File: config.mk
export PLATFORM = sky130hd
export DESIGN_NAME = led_pattern_decoder_flat
export DESIGN_NICKNAME = d
export VERILOG_FILES = /design/src/rtl/led_pattern_decoder_if.sv /design/src/rtl/led_pattern_decoder.sv /design/src/flat_wrapper.sv
export SDC_FILE = /design/constraint.sdc
export NUM_CORES = 1
export LEC_CHECK = 0
export ABC_CLOCK_PERIOD_IN_PS = 6800
export CAP_MARGIN = 10
export CORE_UTILIZATION = 35
export CTS_CLUSTER_DIAMETER = 40
export DETAILED_ROUTE_END_ITERATION = 10
export MAX_ROUTING_LAYER = met4
export PLACE_DENSITY = 0.65
export SYNTH_ARGS = -nofsm -noshare
export SYNTH_HDL_FRONTEND = slang
export SYNTH_SLANG_ARGS = --single-unit
File: constraint.sdc
create_clock -name clk -period 6.8 [get_ports clk]
set_clock_uncertainty 0.15 [all_clocks]
set_input_delay 1.02 -clock clk [delete_from_list [all_inputs] [get_ports clk]]
set_output_delay 1.02 -clock clk [all_outputs]
set_load 0.01 [all_outputs]
File: src/rtl/led_pattern_decoder_if.sv
// Bundle of the pattern-step inputs and decoded-mode outputs of led_pattern_decoder.
// The master side supplies steps; the slave side is the decoder itself.
interface led_pattern_decoder_if;
    logic       ena;
    logic       sample;
    logic [7:0] led_in;
    logic [1:0] mode_out;
    logic       mode_valid;
    logic       step_err;
    logic [7:0] err_count;

    modport master (
        output ena, sample, led_in,
        input  mode_out, mode_valid, step_err, err_count
    );

    modport slave (
        input  ena, sample, led_in,
        output mode_out, mode_valid, step_err, err_count
    );
endinterface

File: src/rtl/led_pattern_decoder.sv
// Classifies a stream of 8-bit LED pattern steps as COUNT, SCAN, LFSR or ALT and locks onto it.
// Optional saturating mismatch counter on err_count is enabled by LED_PATTERN_DECODER_ERRCNT_EN.
module led_pattern_decoder #(
    parameter int LOCK_THRESH = 4,
    parameter int MISS_LIMIT  = 2
) (
    input logic                  clk,
    input logic                  reset,
    led_pattern_decoder_if.slave bus
);
    localparam logic [1:0] IDLE   = 2'd0;
    localparam logic [1:0] TRACK  = 2'd1;
    localparam logic [1:0] LOCKED = 2'd2;

    localparam logic [1:0] M_COUNT = 2'd0;
    localparam logic [1:0] M_SCAN  = 2'd1;
    localparam logic [1:0] M_LFSR  = 2'd2;
    localparam logic [1:0] M_ALT   = 2'd3;

    logic [1:0]      state;
    logic [7:0]      prev;
    logic [3:0][2:0] score;
    logic [3:0][2:0] next_score;
    logic [3:0]      match;
    logic [3:0]      hit;
    logic [1:0]      miss;
    logic [1:0]      miss_inc;
    logic [1:0]      winner;
    logic [1:0]      mode_r;
    logic            valid_r;
    logic            err_r;
    logic            accept;
    logic            lfsr_fb;
    logic            scan_onehot;
    logic [7:0]      cur;

    assign accept      = bus.ena & bus.sample;
    assign cur         = bus.led_in;
    assign lfsr_fb     = prev[7] ^ prev[5] ^ prev[4] ^ prev[3];
    assign scan_onehot = $onehot(prev[6:0]) && !prev[7];
    assign miss_inc    = miss + 2'd1;

    // All four step rules are evaluated against the same (prev, cur) pair.
    always_comb begin
        match = '0;
        match[M_COUNT] = (cur == prev + 8'd1);
        if (prev == 8'h00 || prev == 8'h80) begin
            match[M_SCAN] = (cur == 8'h01);
        end else if (scan_onehot) begin
            match[M_SCAN] = (cur == {prev[6:0], 1'b0});
        end
        match[M_LFSR] = (cur == {prev[6:0], lfsr_fb}) || (prev == 8'h00 && cur == 8'h01);
        match[M_ALT]  = (prev == 8'h55) ? (cur == 8'hAA) : (cur == 8'h55);
    end

    always_comb begin
        next_score = '0;
        hit        = '0;
        for (int m = 0; m < 4; m++) begin
            if (match[m]) begin
                next_score[m] = (score[m] == 3'd7) ? 3'd7 : score[m] + 3'd1;
            end
            hit[m] = (next_score[m] >= 3'(LOCK_THRESH));
        end
    end

    // Tie-break order ALT > SCAN > LFSR > COUNT.
    always_comb begin
        winner = M_COUNT;
        if (hit[M_ALT]) begin
            winner = M_ALT;
        end else if (hit[M_SCAN]) begin
            winner = M_SCAN;
        end else if (hit[M_LFSR]) begin
            winner = M_LFSR;
        end
    end

    always_ff @(posedge clk or posedge reset) begin
        if (reset) begin
            state   <= IDLE;
            prev    <= 8'h00;
            score   <= '0;
            miss    <= 2'd0;
            mode_r  <= M_COUNT;
            valid_r <= 1'b0;
            err_r   <= 1'b0;
        end else begin
            err_r <= 1'b0;
            if (accept) begin
                prev <= cur;
                case (state)
                    IDLE: begin
                        state <= TRACK;
                    end
                    TRACK: begin
                        score <= next_score;
                        if (|hit) begin
                            state   <= LOCKED;
                            mode_r  <= winner;
                            valid_r <= 1'b1;
                            miss    <= 2'd0;
                        end
                    end
                    LOCKED: begin
                        score <= next_score;
                        if (match[mode_r]) begin
                            miss <= 2'd0;
                        end else begin
                            err_r <= 1'b1;
                            if (miss_inc == 2'(MISS_LIMIT)) begin
                                state   <= TRACK;
                                valid_r <= 1'b0;
                                miss    <= 2'd0;
                            end else begin
                                miss <= miss_inc;
                            end
                        end
                    end
                    default: begin
                        state <= IDLE;
                    end
                endcase
            end
        end
    end

    assign bus.mode_out   = mode_r;
    assign bus.mode_valid = valid_r;
    assign bus.step_err   = err_r;

`ifdef LED_PATTERN_DECODER_ERRCNT_EN
    logic [7:0] err_cnt;

    // Counts at the same edge that raises step_err, so both move together.
    always_ff @(posedge clk or posedge reset) begin
        if (reset) begin
            err_cnt <= 8'h00;
        end else if (accept && state == LOCKED && !match[mode_r] && err_cnt != 8'hFF) begin
            err_cnt <= err_cnt + 8'd1;
        end
    end

    assign bus.err_count = err_cnt;
`else
    assign bus.err_count = 8'h00;
`endif
endmodule

File: src/flat_wrapper.sv
// flat-port wrapper written by rule: the top's interface ports become plain ports
module led_pattern_decoder_flat 
#(
    parameter int LOCK_THRESH = 4,
    parameter int MISS_LIMIT  = 2
)
  (clk, reset, bus_ena, bus_sample, bus_led_in, bus_mode_out, bus_mode_valid, bus_step_err, bus_err_count);
  led_pattern_decoder_if bus_i ();
  input logic clk;
  input logic reset;
  input wire logic [$bits(bus_i.ena)-1:0] bus_ena;
  input wire logic [$bits(bus_i.sample)-1:0] bus_sample;
  input wire logic [$bits(bus_i.led_in)-1:0] bus_led_in;
  output wire logic [$bits(bus_i.mode_out)-1:0] bus_mode_out;
  output wire logic [$bits(bus_i.mode_valid)-1:0] bus_mode_valid;
  output wire logic [$bits(bus_i.step_err)-1:0] bus_step_err;
  output wire logic [$bits(bus_i.err_count)-1:0] bus_err_count;
  assign bus_i.ena = bus_ena;
  assign bus_i.sample = bus_sample;
  assign bus_i.led_in = bus_led_in;
  assign bus_mode_out = bus_i.mode_out;
  assign bus_mode_valid = bus_i.mode_valid;
  assign bus_step_err = bus_i.step_err;
  assign bus_err_count = bus_i.err_count;
  led_pattern_decoder #(.LOCK_THRESH(LOCK_THRESH), .MISS_LIMIT(MISS_LIMIT)) u_core (.clk(clk), .reset(reset), .bus(bus_i));
endmodule
Word level (Yosys, flattened, before mapping)
Cells that the tools add are included.
Widths: inputs -> output; s select.
{ "classes": {"addsub": 12, "magnitude_cmp": 5, "eq_ne": 19, "mux": 31, "n_bitwise": 4, "reduce_logical": 15} }
{ "op_table": {"columns": ["op", "n"], "rows": [
  ["$eq 8x8->1", 3],
  ["$mux 3", 8],
  ["$mux 2", 9],
  ["$eq 8x7->1 const B", 2],
  ["$eq 8x8->1 const B", 2],
  ["$add 3x1->3 const B", 4],
  ["$eq 3x3->1 const B", 4],
  ["$ge 3x3->1 const B", 4],
  ["$mux 1", 10],
  ["$add 8x1->8 const B", 1],
  ["$eq 8x1->1 const B", 1],
  ["$logic_not 8->1", 1],
  ["$add 1x1->2", 3],
  ["$add 3x3->3", 2],
  ["$pmux 2 s3", 1],
  ["$reduce_and 3->1", 2],
  ["$reduce_and 5->1", 1],
  ["$eq 2x2->1 const B", 2],
  ["$ne 2x1->1 const B", 2],
  ["$pmux 2 s2", 1],
  ["$reduce_and 4->1", 1],
  ["$reduce_or 4->1", 1],
  ["$add 3x1->3", 1],
  ["$eq 3x1->1 const B", 1],
  ["other kinds (15)", 19]
]} }
{ "word_totals": {"reg_bits": 28, "inputBits": 12, "output_inout_bits": 12, "wordCells": 96} }

Longest topological paths before layout
{ "depth": {"ltp_word": 12, "depth_mapped": 13, "mapped_depth_nobuf": 12} }

Least setup slack after synthesis
OpenSTA, ideal clock, no wires.
{ "synth_timing": {"kind": "flip-flop to flip-flop", "from": "reg u_core.prev[3]", "to": "reg u_core.miss[0]", "setup_time_ps": 125, "arrival_ps": 3693, "required_ps": 6525, "slack_ps": 2832, "stages_incl_launch_ff": 14, "synth_period_minus_slack_ps": 3968, "path_cell_list": "dfrtp_1 -> clkbuf_1 -> inv_1 -> ha_1 -> fa_1 -> ha_1 -> fa_1 -> or4b_1 -> nor3_1 -> nor3b_2 -> nor2_1 -> mux4_2 -> nor3b_2 -> mux2_2"} }
{ "synth_via": {"elab_chain_cells": 12} }
{ "synth_rtl": {"columns": ["element", "line", "rtl"], "rows": [
  ["start: declaration", "led_pattern_decoder.sv:21", "logic [7:0] prev;"],
  ["start signal: assignment", "led_pattern_decoder.sv:91", "prev <= cur;"],
  ["$add 1x1->2 (implied by the code)", "led_pattern_decoder.sv:40", "assign scan_onehot = $onehot(prev[6:0]) && !prev[7];"],
  ["$add 3x3->3 (implied by the code) (2 in series)", "led_pattern_decoder.sv:40", null],
  ["$eq 3x1->1", "led_pattern_decoder.sv:40", null],
  ["$logic_and 1x1->1", "led_pattern_decoder.sv:40", null],
  ["$mux 1", "led_pattern_decoder.sv:49", "end else if (scan_onehot) begin"],
  ["$mux 1", "led_pattern_decoder.sv:47", "if (prev == 8'h00 || prev == 8'h80) begin"],
  ["$mux 3", "led_pattern_decoder.sv:60", "if (match[m]) begin"],
  ["$ge 3x3->1", "led_pattern_decoder.sv:63", "hit[m] = (next_score[m] >= 3'(LOCK_THRESH));"],
  ["$reduce_or 4->1", "led_pattern_decoder.sv:98", "if (|hit) begin"],
  ["$ne 2x1->1 (no source line)", null, null],
  ["$reduce_and 3->1 (no source line)", null, null],
  ["end signal: assignment", "led_pattern_decoder.sv:116", "miss <= miss_inc;"],
  ["end: declaration", "led_pattern_decoder.sv:26", "logic [1:0] miss;"]
]} }
Parallel ways exist; a longest one is shown, timed or not. The select of a mux whose other input is x is not followed.
A chain may end at the register's enable or synchronous reset.

Worst setup path after layout
{ "layout_timing": {"from": "reg u_core.prev[0]", "to": "reg u_core.mode_r[1], in the netlist u_core.bus.mode_out[1]"} }
{ "layout_via": {"elab_chain_cells": 11} }
{ "layout_rtl": {"columns": ["element", "line", "rtl"], "rows": [
  ["$add 1x1->2 (implied by the code)", "led_pattern_decoder.sv:40", null],
  ["$add 3x3->3 (implied by the code) (2 in series)", "led_pattern_decoder.sv:40", null],
  ["$eq 3x1->1", "led_pattern_decoder.sv:40", null],
  ["$logic_and 1x1->1", "led_pattern_decoder.sv:40", null],
  ["$mux 1", "led_pattern_decoder.sv:49", null],
  ["$mux 1", "led_pattern_decoder.sv:47", null],
  ["$mux 3", "led_pattern_decoder.sv:60", null],
  ["$ge 3x3->1", "led_pattern_decoder.sv:63", null],
  ["$reduce_or 4->1 or $mux 2 (tied branches)", "led_pattern_decoder.sv:98, led_pattern_decoder.sv:72", null],
  ["$reduce_and 3->1 (no source line) or $mux 2 (tied branches)", null, null],
  ["end signal: assignment", "led_pattern_decoder.sv:100", "mode_r <= winner;"],
  ["end: declaration", "led_pattern_decoder.sv:29", "logic [1:0] mode_r;"]
]} }
Parallel ways exist; a longest one is shown, timed or not.

==> run metrics <==
Crit Path Class flip-flop to flip-flop; Hold Vio Cnt, Final 0; I/O Buffers 15; full die area 0.006562 mm2; # fillers 590; count leader, synth dfrtp_1; Yosys top cell area share 32.07%; postcts setup bufs 0; level count of the clock H-tree 1; antenna violations before repair 0; crit path launch u_core.prev[0]$_DFFE_PP0P_; RSZ-0062 raised after global routing no; clock transition at the registers of the reported paths 0.10 ns; Leak Pwr 1.054 nW; Syn Area/Cell 10.21 um2; routability cong. 0.8462; critical path data arrival time 4.28 ns; via count 1,598; fmax 235.3 MHz; Routed WL per cell 14.64 um; total CTS buffers 3; Power per Cell Area 188.0 mW/mm2; CTS tree yes; Reg-to-Reg End u_core.bus.mode_out[1]$_DFFE_PP0P_; CORE AREA 0.005956 mm2; clk sinks 28; max cap viols 0; Mapped Area 0.002185 mm2; Synth Register Bits 28; non-filler cells, final 298; drt total wl 4363 um; dpl hpwl 3358 um; number of flops mapped to enable cells by yosys 0; Crit path largest cell delay 0.52 ns; starting density of the core 36.68%; first-pass detailed-route iteration total 5; clock latency at the later pin of the worst-skew pair 0.28 ns; total track usage 15.27%; Nets 259; cts repair resizes 0; global route total overflow 0; detailed-route DRC error count 0; Min Hold Slack 0.3448 ns; Clock Path Buffers 2; Hold WC Path Type flip-flop to flip-flop; ys async rst share 100.0%; fin crit share 62.50%; DR iter-0 viols 61; Synth-to-Final Area Change 11.91%; CP Launch Type flip-flop; Antenna Cells 0; worst r2r src u_core.prev[0]$_DFFE_PP0P_; Tmin final 4.250 ns; Slew headroom 59.16%; share of cells above drive strength 1 9.865%; DP Cell Count 293; Design Power 459.7 uW; setup_tns 0 ns; crit-path max FO 8; cells after synthesis 214; post-place instance area 0.002346 mm2; Worst VDD drop 0.07731 mV; Vias/cell 5.362; Synth warnings 0; # rows 28; final setup vio count 0; first-pass GRT wire length 7458 um; Slew Limit Fails 0; Die X 81.01 um; Synth Flop Type dfrtp_1; crit path to u_core.bus.mode_out[1]$_DFFE_PP0P_; Area contributors post-synth dfrtp_1 32%, ha_1 11%, mux2_2 5.7%; Distinct cells, synth 53; measured slew at the worst slew-check pin 0.6109 ns; CP max-delay cell dfrtp_1; CP endpoint kind flip-flop; Yosys top cell by area dfrtp_1; I/O pin count 24; largest net degree at the start of global routing 29; Die Y 81.01 um; Root Driver clkbuf_8; vias in the first global route 1,542; cts hold-fix bufs 0; R2R setup slack 2.55 ns; outcome finished, final reports clean; crit-path cells inv_1, ha_1, fa_1, ha_1, fa_1, or4b_1, nor3_1, nor3b_2, nor2_1, o21ai_0, o2111a_1, mux2_2; worst-case reg-to-reg path depth 12; sequential share of the synthesized area 32.07%; Final ANT Viol Nets 0; required time of the worst setup path 6.83 ns; Post-synth top cells 28 x dfrtp_1, 20 x ha_1, 14 x nand2_1; fin area 0.002445 mm2
## report_power, final
part / leakage (nW) / internal [mW] / total (mW) / switching, mW
registers: 0.367 / 0.175 / 0.194 / 0.0189
logic: 0.651 / 0.0650 / 0.129 / 0.0645
clock network: 0.0357 / 0.0790 / 0.136 / 0.0574
total: 1.05 / 0.319 / 0.460 / 0.141
## cell usage in the layout, fill, tap and decap left out, drive strengths merged, types with 2 or more instances in the layout
master | Yosys | layout
xnor3 | 2 | 2
o22ai | 2 | 2
nand2 | 14 | 14
dfrtp | 28 | 28
conb | 1 | 8
and3b | 2 | 2
o32a | 2 | 2
o21a | 2 | 2
fa | 3 | 3
clkdlybuf4s50 | 0 | 15
nor3b | 3 | 3
o32ai | 2 | 2
nor3 | 4 | 4
xor2 | 7 | 7
o21ai | 8 | 8
a21oi | 12 | 12
mux2i | 2 | 2
inv | 11 | 11
mux2 | 12 | 12
a21boi | 4 | 4
clkbuf | 5 | 3
nand4 | 3 | 3
ha | 20 | 20
nand3 | 6 | 6
o31ai | 8 | 8
nor2 | 7 | 7
xnor2 | 12 | 12
a211o | 2 | 2
## state kept, by name, indices dropped and copies added (netlist names)
name	count
u_core.state	2
u_core.bus.mode_valid	1
u_core.score	12
u_core.miss	2
u_core.prev	8
u_core.bus.mode_out	2
u_core.bus.step_err	1
## layout make-up
class	count	area [um2]	area share (%)
clock buffers	3	41.29	1.689
clock inverters	1	30.03	1.228
inverters	11	41.29	1.689
multi-input cells	164	1360	55.63
flip-flops and latches	28	700.7	28.66
well taps	75	93.84	3.838
repair buffers	16	177.7	7.267
## metal layers
layer	wire length, um	share of wire [%]	GRT usage [%]	up-vias
met5	0	0	-	-
met3	154	3.5	2.697	7
met1	2087	48	20.27	785
li1	-	-	-	775
met2	2076	48	24.37	31
met4	44	1.0	3.214	0
## worst max-delay path, delay by kind of cell, from the launching register on
kind / cells / cell delay (ns)
DFF: 1 / 0.52
buffers and inverters: 1 / 0.08
AOI/OAI and AO/OA: 2 / 0.59
and+or+nand+nor: 4 / 0.99
muxes: 1 / 0.36
adders and majority gates: 4 / 1.47
## how the worst min path moves through the flow
stage / startpoint / to / slack (ns) / cells after the start
after detailed placement: u_core.score[1]$_DFFE_PP0P_ / u_core.score[1]$_DFFE_PP0P_ / 0.33 / 2
after global placement: u_core.score[4]$_DFFE_PP0P_ / u_core.score[4]$_DFFE_PP0P_ / 0.32 / 2
after floorplan: u_core.score[10]$_DFFE_PP0P_ / u_core.score[10]$_DFFE_PP0P_ / 0.30 / 2
after CTS: u_core.score[1]$_DFFE_PP0P_ / u_core.score[1]$_DFFE_PP0P_ / 0.35 / 2
final: u_core.score[1]$_DFFE_PP0P_ / u_core.score[1]$_DFFE_PP0P_ / 0.34 / 2
after global routing: u_core.score[1]$_DFFE_PP0P_ / u_core.score[1]$_DFFE_PP0P_ / 0.38 / 2
## stage by stage
stage / setup slack, ns / utilization (%)
finish: 2.550 / 41.05
global route: 2.283 / 41.05
CTS: 2.569 / 40.59
detailed placement: 2.614 / 39.39
global placement: 2.680 / 39.39
floorplan: 2.832 / -
## logic make-up (layout without fill, tap and decap cells)
family,Yosys count,count (layout),share of synthesized area (%)
buf+inv,29,31,6.873
xor+xnor,21,21,9.679
compound gates,51,51,16.61
flops,28,28,32.07
fa+ha+maj,23,23,14.20
other cells,1,8,0.1717
simple gates,46,46,12.26
mux,15,15,8.133
Note: power is estimated with default switching activity, not from simulation.
==> patch: new RTL, same settings <==
Build with the macro `LED_PATTERN_DECODER_ERRCNT_EN` defined.
--- a/src/rtl/led_pattern_decoder.sv
+++ b/src/rtl/led_pattern_decoder.sv
@@ -1,5 +1,7 @@
 // Classifies a stream of 8-bit LED pattern steps as COUNT, SCAN, LFSR or ALT and locks onto it.
 // Optional saturating mismatch counter on err_count is enabled by LED_PATTERN_DECODER_ERRCNT_EN.
+`define LED_PATTERN_DECODER_ERRCNT_EN
+
 module led_pattern_decoder #(
     parameter int LOCK_THRESH = 4,
     parameter int MISS_LIMIT  = 2
Formal check against the unedited RTL: not equivalent (a bounded check fails within 10 cycles, from zero or initial values and one cycle with reset high).
==> patch against the unedited design <==
Synthesized area rose by 11%. Final cell count rose by 19%. Cell area is 16% higher. Routed wire length increased by 17%. Highest routed layer unchanged. Worst setup slack improved by 0.026 ns. Die area is 11% higher. Sequential share of layout area grew 3.2 points. Power grew 14%. Critical endpoint is now u_core.state[1]. Sequential cell count rose by 8.
==> patch: results (changes against the unedited design) <==
status=finished clean; post-cts resize count=0 (unchanged); Via Count=1,866 (+17%); Multi-input gate area=1440 um2 (+5.9%); DP HPWL=3730 um (+11%); fraction of layout cells with a size suffix above 1=0.0730 (-0.0257); clk slew on worst S/H paths=0.08 ns (-0.02 ns); Met2 Wirelength=2380 um (+15%); Reg2Reg Depth=11 (-1); Setup Fix Bufs, Post-CTS=0 (unchanged); highest routed layer=met4; top cell family by delay on the critical path=adder cells; leakage dissipation=1.28 nW (+21%); first-pass GRT wire length=8620 um (+16%); sequential share of the synthesized area=0.371 (+0.0500); Max H-tree Level=2 (+1); Inserted Diodes=0 (unchanged); Ys Warns=0 (unchanged); Placer Congestion=0.865 (+2.2%); Total Routing Usage GR=0.156 (+0.00299); relative slew slack=0.559 (-0.0326); Critical Path Fanout Max=6 (-2); top cells by count, synth=dfrtp_1, nand2_1, ha_1, nor2_1, xnor2_1; slowest stage delay, CP=0.57 ns (+0.05 ns); Num CTS Buffers=5 (+2); final layout net count=309 (+19%); met3 routed WL=223 um (+45%); largest net degree at the start of global routing=37 (+28%); Hold Crit Depth=2 (unchanged); critical path's slowest cell=o41ai_1; vias in the first global route=1,819 (+18%); drt wl/cell=14.4 um (-1.9%); DP Area=2720 um2 (+16%); port bufs=23 (+8); Synth cell types=51 (-3.8%); filler cell count=678 (+15%); top cells by area, synth=dfrtp_1, ha_1, xnor2_1, nand2_1, xor2_1; Largest register FFs=12 (unchanged); Peak VDD IR=0.000141 V (+82%); FFs w/ async S/R, synth=1.00 (unchanged); met1 wire length=2410 um (+15%); internal power=0.000378 W (+19%); First DRT Iteration DRCs=93 (+52%); DRT Pass-1 Iters=4 (-1); CP arrival=4.26 ns (-0.02 ns)
-- patch: changes by cell type after synthesis, sizes merged, moves of 3 or more --
cell,delta
buf,-10
dfrtp,+8
mux2,-8
nand2,+16
nand3b,+3
nor2,+10
xnor2,+6
xor2,+3
-- patch: cell type report --
cell class	count	area share
Sequential cell	36	0.318
Multi-Input combinational cell	194	0.509
Clock inverter	2	0.0124
Inverter	12	0.0159
Timing Repair Buffer	24	0.0840
Tap cell	80	0.0354
Clock buffer	6	0.0256
-- patch: power by group through the flow --
stage          Clock [W]  Sequential (W)  Combinational, W
6_report        0.000188        0.000235          0.000102
5_1_grt         0.000200        0.000236          0.000115
4_1_cts         0.000194        0.000234          0.000103
3_5_place_dp           0        0.000238          0.000103
3_3_place_gp           0        0.000238          0.000101
2_1_floorplan          0        0.000233         0.0000790
-- patch: per-stage QoR --
stage	std cells	worst slack, ns
2_1_floorplan	251	2.99
3_3_place_gp	346	2.69
3_5_place_dp	346	2.60
4_1_cts	354	2.60
5_1_grt	354	2.26
6_report	354	2.58
-- patch: cell families (layout without fill, tap and decap cells) --
logic type                 Yosys count  after routing  synth area share
AOI/OAI and AO/OA                   48             48             0.136
adders and majority gates           24             24             0.133
DFF                                 36             36             0.371
and+or+nand+nor                     87             87             0.184
xor gates and xnor gates            29             29             0.113
buffers and inverters               21             44            0.0366
muxes                                6              6            0.0268
-- patch: path summary, 6_finish.rpt --
| check | from | slack [ns] | endpoint |
|---|---|---|---|
| setup / recovery | u_core.prev[0] | 2.58 | u_core.state[1] |
| hold / removal | u_core.score[4] | 0.34 | u_core.score[4] |
| setup reg to reg | u_core.prev[0] | 2.58 | u_core.state[1] |
| hold reg to reg | u_core.score[4] | 0.34 | u_core.score[4] |
| max in group asynchronous | reset | 5.17 | u_core.bus.err_count[5] |
| min in group asynchronous | reset | 0.99 | u_core.bus.err_count[1] |
-- patch: worst min-delay path, stage by stage, from the launching register on --
cell     delay (ns)
dfrtp_1        0.35
nand2_1        0.05
o31ai_1        0.05
-- patch: per-layer routing --
metal  GRT usage  vias to the layer above
met5           -                        -
met4      0.0576                        0
met2       0.254                       44
li1            -                      923
met3      0.0282                        7
met1       0.194                      892
